## src/rtl/vga_pkg.sv

```systemverilog
// Shared VGA/VRAM constants and the buffered write payload, common to the timing
// generator, the VRAM and the write buffer.
package vga_pkg;

  localparam int unsigned H_ACTIVE    = 640;
  localparam int unsigned FETCH_END   = 720;
  localparam int unsigned H_TOTAL     = 800;
  localparam int unsigned V_TOTAL     = 525;
  localparam int unsigned VRAM_ADDR_W = 14;
  localparam int unsigned VRAM_DATA_W = 16;

  typedef struct packed {
    logic [VRAM_ADDR_W-1:0] addr;
    logic [VRAM_DATA_W-1:0] data;
  } vram_wr_t;

endpackage

```

## src/rtl/vram_wr_fifo.sv

```systemverilog
// Write-buffer storage: circular FIFO with occupancy count and a tail data-overwrite
// port used to merge repeated writes to the newest entry.
module vram_wr_fifo
  import vga_pkg::*;
#(
  parameter int unsigned DEPTH = 8
) (
  input  logic                        clk,
  input  logic                        rst,
  input  logic                        push,
  input  logic                        pop,
  input  logic                        ovw,
  input  vram_wr_t                    din,
  input  logic [VRAM_DATA_W-1:0]      ovw_data,
  output vram_wr_t                    head,
  output logic [VRAM_ADDR_W-1:0]      tail_addr,
  output logic [$clog2(DEPTH):0]      count
);

  localparam int unsigned PTR_W = $clog2(DEPTH);
  localparam int unsigned CNT_W = PTR_W + 1;

  vram_wr_t         mem [DEPTH];
  logic [PTR_W-1:0] wr_ptr;
  logic [PTR_W-1:0] rd_ptr;
  logic [PTR_W-1:0] tail_ptr;

  assign tail_ptr  = PTR_W'(wr_ptr - PTR_W'(1));
  assign head      = mem[rd_ptr];
  assign tail_addr = mem[tail_ptr].addr;

  // Storage carries no reset; only pointers and count define validity.
  always_ff @(posedge clk) begin
    if (push) mem[wr_ptr] <= din;
    if (ovw)  mem[tail_ptr].data <= ovw_data;
  end

  always_ff @(posedge clk) begin
    if (rst) begin
      wr_ptr <= '0;
      rd_ptr <= '0;
      count  <= '0;
    end else begin
      if (push) wr_ptr <= PTR_W'(wr_ptr + PTR_W'(1));
      if (pop)  rd_ptr <= PTR_W'(rd_ptr + PTR_W'(1));
      if (push && !pop)      count <= CNT_W'(count + CNT_W'(1));
      else if (pop && !push) count <= CNT_W'(count - CNT_W'(1));
    end
  end

endmodule

```

## src/rtl/vram_write_buffer.sv

```systemverilog
// Buffers CPU/loader writes to screen memory and commits them to the VRAM write port
// only outside the scan-out line-fetch window, merging repeated writes to the same word.
module vram_write_buffer
  import vga_pkg::*;
#(
  parameter int unsigned DEPTH       = 8,
  parameter int unsigned FETCH_START = H_ACTIVE,
  parameter int unsigned FETCH_STOP  = FETCH_END
) (
  input  logic                    clk,
  input  logic                    rst,
  input  logic                    wr_valid,
  output logic                    wr_ready,
  input  logic [VRAM_ADDR_W-1:0]  wr_addr,
  input  logic [VRAM_DATA_W-1:0]  wr_data,
  input  logic [9:0]              h_line,
  input  logic                    vram_loaded,
  output logic                    vram_we,
  output logic [VRAM_ADDR_W-1:0]  vram_waddr,
  output logic [VRAM_DATA_W-1:0]  vram_wdata,
  output logic [$clog2(DEPTH):0]  count
);

  localparam int unsigned CNT_W = $clog2(DEPTH) + 1;

  logic                   accept;
  logic                   blocked;
  logic                   pop;
  logic                   push;
  logic                   coalesce;
  logic                   tag_valid;
  logic [VRAM_ADDR_W-1:0] tail_addr;
  vram_wr_t               head;
  vram_wr_t               din;

  assign wr_ready = !rst && (count != CNT_W'(DEPTH));
  assign accept   = wr_valid && wr_ready;

  // Guard cycle on each side of the fetch window.
  assign blocked  = (h_line >= 10'(FETCH_START - 1)) && (h_line <= 10'(FETCH_STOP));
  assign pop      = (count != '0) && vram_loaded && !blocked;

  // Merge only into a newest entry that is not leaving the FIFO on this edge.
  assign coalesce = accept && (count != '0) && tag_valid && (wr_addr == tail_addr)
                    && !(pop && (count == CNT_W'(1)));
  assign push     = accept && !coalesce;

  assign din.addr = wr_addr;
  assign din.data = wr_data;

  vram_wr_fifo #(.DEPTH(DEPTH)) u_fifo (
    .clk       (clk),
    .rst       (rst),
    .push      (push),
    .pop       (pop),
    .ovw       (coalesce),
    .din       (din),
    .ovw_data  (wr_data),
    .head      (head),
    .tail_addr (tail_addr),
    .count     (count)
  );

  always_ff @(posedge clk) begin
    if (rst) tag_valid <= 1'b0;
    else if (push) tag_valid <= 1'b1;
  end

  // Commit register: strobe for one cycle per pop, address/data hold otherwise.
  always_ff @(posedge clk) begin
    if (rst) begin
      vram_we    <= 1'b0;
      vram_waddr <= '0;
      vram_wdata <= '0;
    end else begin
      vram_we <= pop;
      if (pop) begin
        vram_waddr <= head.addr;
        vram_wdata <= head.data;
      end
    end
  end

endmodule
```

## config.mk

```make
export PLATFORM = sky130hd
export DESIGN_NAME = vram_write_buffer
export DESIGN_NICKNAME = d
export VERILOG_FILES = /design/src/rtl/vga_pkg.sv /design/src/rtl/vram_wr_fifo.sv /design/src/rtl/vram_write_buffer.sv
export SDC_FILE = /design/constraint.sdc
export NUM_CORES = 1
export LEC_CHECK = 0
export CORE_MARGIN = 10
export CORE_UTILIZATION = 55
export DETAILED_ROUTE_END_ITERATION = 10
export PLACE_DENSITY = 0.75
export REMOVE_ABC_BUFFERS = 1
export SYNTH_ARGS = -nofsm -noshare
export SYNTH_HDL_FRONTEND = slang
export SYNTH_SLANG_ARGS = --single-unit
```

## constraint.sdc

```tcl
create_clock -name clk -period 7.9 [get_ports clk]
set_clock_uncertainty 0.15 [all_clocks]
set_input_delay 0.79 -clock clk [delete_from_list [all_inputs] [get_ports clk]]
set_output_delay 0.79 -clock clk [all_outputs]
set_load 0.01 [all_outputs]
```

# Word level (Yosys, flattened, before mapping)
# Memories as Yosys holds them, arrays and structs flattened. A register that Yosys moved wholly into a read port is not among the register bits.
# Cells that the tools add are included.
[word_totals]
ram_bits = 240
output_inout_bits = 36
latchBits = 0
rom_bits = 0
register_bits = 12
elab_cells = 47
memories = 1
[classes]
add_sub_neg = 5
bitwise = 0
n_mux = 9
eq_ne = 3
reduce_logical = 22
n_div = 0
multipliers = 0
shifts = 0
order_cmp = 2
[mem_list]
columns = ["memory", "depth", "width", "rd", "rd_ports_with_merged_regs", "write_ports", "line", "text"]
rows = [
  ["u_fifo.mem", 8, 30, 2, 1, 1, "vram_wr_fifo.sv:23", "vram_wr_t mem [DEPTH];"],
]
[op_table]
columns = ["op", "count"]
rows = [
  ["$mux W30", 1],
  ["$reduce_or A30 Y1", 1],
  ["$eq A14 B14 Y1", 1],
  ["$logic_and A1 B1 Y1", 13],
  ["$ge A10 B10 Y1 const B", 1],
  ["$le A10 B10 Y1 const B", 1],
  ["$mux W4", 2],
  ["$add A3 B1 Y3 const B", 2],
  ["$logic_not A1 Y1", 6],
  ["$add A4 B1 Y4 const B", 1],
  ["$eq A4 B1 Y1 const B", 1],
  ["$mux W1", 4],
  ["$ne A4 B4 Y1 const B", 1],
  ["$reduce_bool A4 Y1", 1],
  ["$sub A4 B1 Y4 const B", 1],
  ["$mux W3", 1],
  ["$sub A3 B1 Y3 const B", 1],
  ["$mux W2", 1],
  ["$reduce_bool A2 Y1", 1],
]

# Logic depth before layout (Yosys ltp)
[logic_depth]
depth_word = 13
depth_mapped = 20

# By module
# Synthesis repeated with hierarchy kept, for this count alone.
[hier_totals]
cells_unflattened = 826
hier_area_um2 = 13550.5
[modules_own_cells]
columns = ["mod", "instances", "area_each_um2", "cells_per_inst"]
rows = [
  ["vram_wr_fifo", 1, 12092.8, 684],
  ["vram_write_buffer", 1, 1457.6, 142],
]

# Least setup slack after synthesis
# Ideal clock, no wire load.
[synth_path]
kind = "register to register"
from = "register u_fifo.wr_ptr[0]"
to = "memory u_fifo.mem[7][16] (netlist name) (enable)"
stages_incl_launch_ff = 15
n_path_buf = 4
slack_ns = 2.141
setup_ns = 0.421
t_arrival_ns = 5.187
period_less_slack_ns = 5.759
path_cell_list = "dfxtp_1 > buf_4 > buf_4 > inv_1 > clkbuf_1 > ha_1 > buf_6 > xor2_4 > mux4_2 > xor2_1 > a211oi_2 > nand4_2 > nor4_4 > mux2_2 > nor4_1"
[synth_via]
elab_chain_len = 10
word_cells_on_any_way = 14
[synth_lines]
columns = ["item", "line", "text"]
rows = [
  ["start, declared", "vram_wr_fifo.sv:24", "logic [PTR_W-1:0] wr_ptr;"],
  ["start signal, assigned", "vram_wr_fifo.sv:44", "if (push) wr_ptr <= PTR_W'(wr_ptr + PTR_W'(1));"],
  ["$sub A3 B1 Y3 (*)", "vram_wr_fifo.sv:28", "assign tail_ptr = PTR_W'(wr_ptr - PTR_W'(1));"],
  ["net u_fifo.tail_ptr[0]", "vram_wr_fifo.sv:26", "logic [PTR_W-1:0] tail_ptr;"],
  ["branches (longest 9 deep; another with $mem_v2 Z8 W30)", "n/a", ""],
  ["end, declared", "vram_wr_fifo.sv:23", ""],
]
# Mark *: on every way through the listed nets, which the timed path passes.

# Final worst setup path
[layout_path]
from = "register u_fifo.wr_ptr[0]"
to = "register u_fifo.count[3]"
[layout_via]
elab_chain_len = 10
word_cells_on_any_way = 12
[layout_lines]
columns = ["item", "line", "text"]
rows = [
  ["$sub A3 B1 Y3 (*)", "vram_wr_fifo.sv:28", ""],
  ["$mem_v2 Z8 W30 (*)", "n/a", ""],
  ["$eq A14 B14 Y1 (*)", "vram_write_buffer.sv:44", "assign coalesce = accept && (count != '0) && tag_valid && (wr_addr == tail_addr)"],
  ["$logic_and A1 B1 Y1 (*)", "vram_write_buffer.sv:44", ""],
  ["$logic_and A1 B1 Y1 (*)", "vram_write_buffer.sv:45", "&& !(pop && (count == CNT_W'(1)));"],
  ["$logic_not A1 Y1 (*)", "vram_write_buffer.sv:46", "assign push = accept && !coalesce;"],
  ["$logic_and A1 B1 Y1 (*)", "vram_write_buffer.sv:46", ""],
  ["net push", "vram_write_buffer.sv:29", "logic push;"],
  ["$logic_not A1 Y1", "vram_wr_fifo.sv:47", "else if (pop && !push) count <= CNT_W'(count - CNT_W'(1));"],
  ["$logic_and A1 B1 Y1", "vram_wr_fifo.sv:47", ""],
  ["$reduce_bool A2 Y1 (no source line)", "n/a", ""],
  ["end signal, assigned", "vram_wr_fifo.sv:46", "if (push && !pop) count <= CNT_W'(count + CNT_W'(1));"],
  ["end signal, assigned", "vram_wr_fifo.sv:47", ""],
  ["end, declared", "vram_wr_fifo.sv:17", "output logic [$clog2(DEPTH):0] count"],
]
# The timed path passes the listed nets; every way through them passes the cells marked *.
# A chain may end at the register's enable or synchronous reset.

==> reports/qor.json <==
{
  "tightestPinTransition": {"value": 1.123, "unit": "ns"},
  "cp_max_fo": {"value": 28},
  "grt_pass1_wl": {"value": 39.78, "unit": "mm"},
  "synth_cell_type_count": {"value": 47},
  "crit_path_end_kind": {"value": "register"},
  "final_util": {"value": 65.82, "unit": "%"},
  "grt_setup_unrepaired": {"value": "no"},
  "wire_per_inst": {"value": 24.25, "unit": "um"},
  "cts_hold_buffers": {"value": 0},
  "synth_area": {"value": 12050, "unit": "sq um"},
  "postSynthRegisterBits": {"value": 282},
  "edff_count_synth": {"value": 240},
  "grt_max_degree": {"value": 66},
  "clock_latency": {"value": 0.55, "unit": "ns"},
  "detail_route.first_pass.iterations": {"value": 5},
  "cts-htree-levels": {"value": 1},
  "cellLeakagePower": {"value": 4.486, "unit": "nW"},
  "drc_errors": {"value": 0},
  "rr_startpoint": {"value": "u_fifo.wr_ptr[0]$_SDFFE_PP0P_"},
  "dieWidth": {"value": 168.0, "unit": "um"},
  "number_of_nets_in_the_final_layout": {"value": 803},
  "number_of_inserted_diodes": {"value": 0},
  "worstHoldStart": {"value": "tag_valid$_SDFFE_PP0P_"},
  "layout.cells.most_common_list": {"value": "sky130_fd_sc_hd__edfxtp_1, sky130_fd_sc_hd__clkdlybuf4s50_1, sky130_fd_sc_hd__mux4_2"},
  "setup.worst_path.start_class": {"value": "register"},
  "cts_made_buffers": {"value": 29},
  "worst_ep_arrival_time": {"value": 6.26, "unit": "ns"},
  "critPathKind": {"value": "reg2reg"},
  "die_h": {"value": 168.0, "unit": "um"},
  "critical_path.startpoint": {"value": "u_fifo.wr_ptr[0]$_SDFFE_PP0P_"},
  "postCtsResizedCells": {"value": 0},
  "yosysWarnings": {"value": 0},
  "cts-root-buf": {"value": "sky130_fd_sc_hd__clkbuf_16"},
  "drive_gt1_share": {"value": 22.19, "unit": "%"},
  "drt_wl_total": {"value": 25.58, "unit": "mm"},
  "placement_rows": {"value": 54},
  "synth_cells": {"value": 662},
  "synth_area_per_cell": {"value": 18.20, "unit": "sq um"},
  "layout-area-overhead-vs-synth": {"value": 18.47, "unit": "%"},
  "avg_vias_per_cell": {"value": 6.191},
  "grt_util_all_layers": {"value": 17.75, "unit": "%"},
  "antenna_violations_before_repair": {"value": 0},
  "max-vdd-ir-drop": {"value": 0.1851, "unit": "mV"},
  "initial_standard_cell_utilization_of_the_core": {"value": 55.56, "unit": "%"},
  "timing.critical_path.cells": {"value": "buf_4, inv_1, ha_1, xor2_4, mux4_2, xor2_1, a211oi_2, nand4_2, nor4_4, nor2_1, ha_1, or4_1, a21oi_1, xnor2_1, nor2_1"},
  "maxClockFrequency": {"value": 0.1666, "unit": "GHz"},
  "critical-path-max-stage-delay": {"value": 0.98, "unit": "ns"},
  "final.min_clock_period": {"value": 6.002, "unit": "ns"},
  "number_of_buffers_between_clock_root_and_the_deepest_sink": {"value": 3},
  "finalHoldWorstSlack": {"value": 0.3337, "unit": "ns"},
  "core_region_area": {"value": 21690, "unit": "sq um"},
  "slew_viol_final": {"value": 0},
  "finalSetupViolations": {"value": 0},
  "hold_path_class": {"value": "reg2reg"},
  "yosysSeqAreaShare": {"value": 66.78, "unit": "%"},
  "clock_sinks": {"value": 282},
  "buffers_inverters_on_critical_path": {"value": 2},
  "synth_top_flop_cell": {"value": "sky130_fd_sc_hd__edfxtp_1"},
  "max_transition_margin": {"value": 25.10, "unit": "%"},
  "final_design_area_no_fill": {"value": 14280, "unit": "sq um"},
  "detail_route.iter0.violations": {"value": 622},
  "cts_tree": {"value": "yes"},
  "layout_commonest_cell": {"value": "sky130_fd_sc_hd__edfxtp_1"},
  "globalRouteOverflowTotal": {"value": 0},
  "detailed_place_hpwl": {"value": 15.45, "unit": "mm"},
  "clock_transition_at_the_registers_of_the_reported_paths": {"value": 0.06, "unit": "ns"},
  "die_area": {"value": 28230, "unit": "sq um"},
  "post-cts-setup-buffers": {"value": 0},
  "detail-route-antenna-nets": {"value": 0},
  "hold_viol_final": {"value": 0},
  "power.density": {"value": 294.1, "unit": "nW/um^2"},
  "pin_count": {"value": 80},
  "finalSetupTns": {"value": 0, "unit": "ns"},
  "dpl-instance-area": {"value": 13210, "unit": "sq um"},
  "vias_in_the_first_global_route": {"value": 6769},
  "status": {"value": "finished, final reports clean"},
  "critical-path-slowest-cell": {"value": "sky130_fd_sc_hd__nor4_4"},
  "critical_path.top_delay_family": {"value": "simple AND/OR/NAND/NOR gates"},
  "num_vias": {"value": 6531},
  "final_gp_congestion": {"value": 0.8630},
  "postSynth.asyncResetShare": {"value": 0, "unit": "%"},
  "period_share": {"value": 75.98, "unit": "%"},
  "drv_cap": {"value": 0},
  "io_buffers": {"value": 79},
  "timing.critical_path.required": {"value": 8.16, "unit": "ns"}
}
-- Yosys cell counts (2+ instances only) --
master                       n  share of area [%]
sky130_fd_sc_hd__buf_4       2               0.12
sky130_fd_sc_hd__nand2_1     8               0.25
sky130_fd_sc_hd__nor4_1      5               0.26
sky130_fd_sc_hd__nand4_1     2               0.10
sky130_fd_sc_hd__xor2_1     15                1.1
sky130_fd_sc_hd__nor3b_1     4               0.25
sky130_fd_sc_hd__nand3_1     6               0.25
sky130_fd_sc_hd__o31ai_1     3               0.19
sky130_fd_sc_hd__nand4b_1    5               0.36
sky130_fd_sc_hd__a21oi_1    10               0.42
sky130_fd_sc_hd__edfxtp_1  240                 60
sky130_fd_sc_hd__o21ai_0     6               0.25
sky130_fd_sc_hd__dfxtp_1    42                7.0
sky130_fd_sc_hd__clkbuf_1   25               0.78
sky130_fd_sc_hd__nand2b_1    2               0.10
sky130_fd_sc_hd__mux4_2     77                 14
sky130_fd_sc_hd__ha_1        7               0.73
sky130_fd_sc_hd__mux4_1      8                1.7
sky130_fd_sc_hd__a22oi_1     5               0.31
sky130_fd_sc_hd__mux2_2      2               0.19
sky130_fd_sc_hd__nor3_1      2              0.083
sky130_fd_sc_hd__buf_1      10               0.31
sky130_fd_sc_hd__nand3b_1    3               0.19
sky130_fd_sc_hd__or4_1       2               0.12
sky130_fd_sc_hd__xnor2_1    14                1.0
sky130_fd_sc_hd__nor2_1     48                1.5
sky130_fd_sc_hd__buf_6       5               0.47
sky130_fd_sc_hd__a211oi_1   35                2.2
sky130_fd_sc_hd__inv_1       8               0.25
sky130_fd_sc_hd__mux2i_1    44                3.7
-- worst paths after layout --
path	end	depth (start not counted)	slack (ns)
worst max-delay path	u_fifo.count[3]$_SDFFE_PP0P_	15	1.90
worst min-delay path	tag_valid$_SDFFE_PP0P_	2	0.33
worst max register to register	u_fifo.count[3]$_SDFFE_PP0P_	15	1.90
worst min register to register	tag_valid$_SDFFE_PP0P_	2	0.33
-- metal layers --
layer	routed length [um]	global-route usage (%)
met2	12930	29.30
met5	0	0
met1	10610	24.10
met4	501	4.845
met3	1535	2.747
-- final cells by class --
| cell class | count | area (sq um) |
|---|---|---|
| sequential | 282 | 8056 |
| tap | 280 | 350.3 |
| clock inverter | 23 | 311.5 |
| clock buffer | 31 | 753.2 |
| inverter | 8 | 30.03 |
| fill | 1432 | 7412 |
| timing repair buffer | 103 | 965.9 |
| multi-input combinational | 328 | 3809 |
-- flip-flops by register name (all words and copies together), names as in the netlist --
register,flops
tag_valid,1
u_fifo.count,4
u_fifo.mem,240
u_fifo.rd_ptr,3
u_fifo.wr_ptr,3
vram_waddr,14
vram_wdata,16
vram_we,1
-- power breakdown --
part / switching [mW] / internal, mW / total (mW)
sequential: 0.0899 / 1.72 / 1.81
clock: 0.565 / 0.921 / 1.49
combinational: 0.436 / 0.466 / 0.901
total: 1.09 / 3.11 / 4.20
-- tightest hold or removal path, delay by kind of cell, from the launching register on --
| family | cells | cell delay [ns] |
|---|---|---|
| AO/OA/AOI/OAI | 1 | 0.04 |
| flip-flops | 1 | 0.33 |
| AND/OR/NAND/NOR | 1 | 0.07 |
-- cell families after synthesis --
group | count (synthesis) | synth area share [%]
multiplexers | 131 | 19.98
XOR/XNOR | 30 | 2.336
AO/OA/AOI/OAI | 65 | 3.852
adder cells (fa/ha/maj) | 7 | 0.7268
buffers and inverters | 52 | 2.087
flip-flops | 282 | 66.78
AND/OR/NAND/NOR | 95 | 4.236
-- stage by stage --
step	setup slack, ns	instances	total power, mW
floorplan	0.03354	618	2.423
global placement	2.177	1001	2.725
detailed placement	1.968	1001	2.753
CTS	1.921	1055	4.242
global route	1.496	1055	4.382
finish	1.898	1055	4.198
Note: power is estimated with default switching activity, not from simulation.
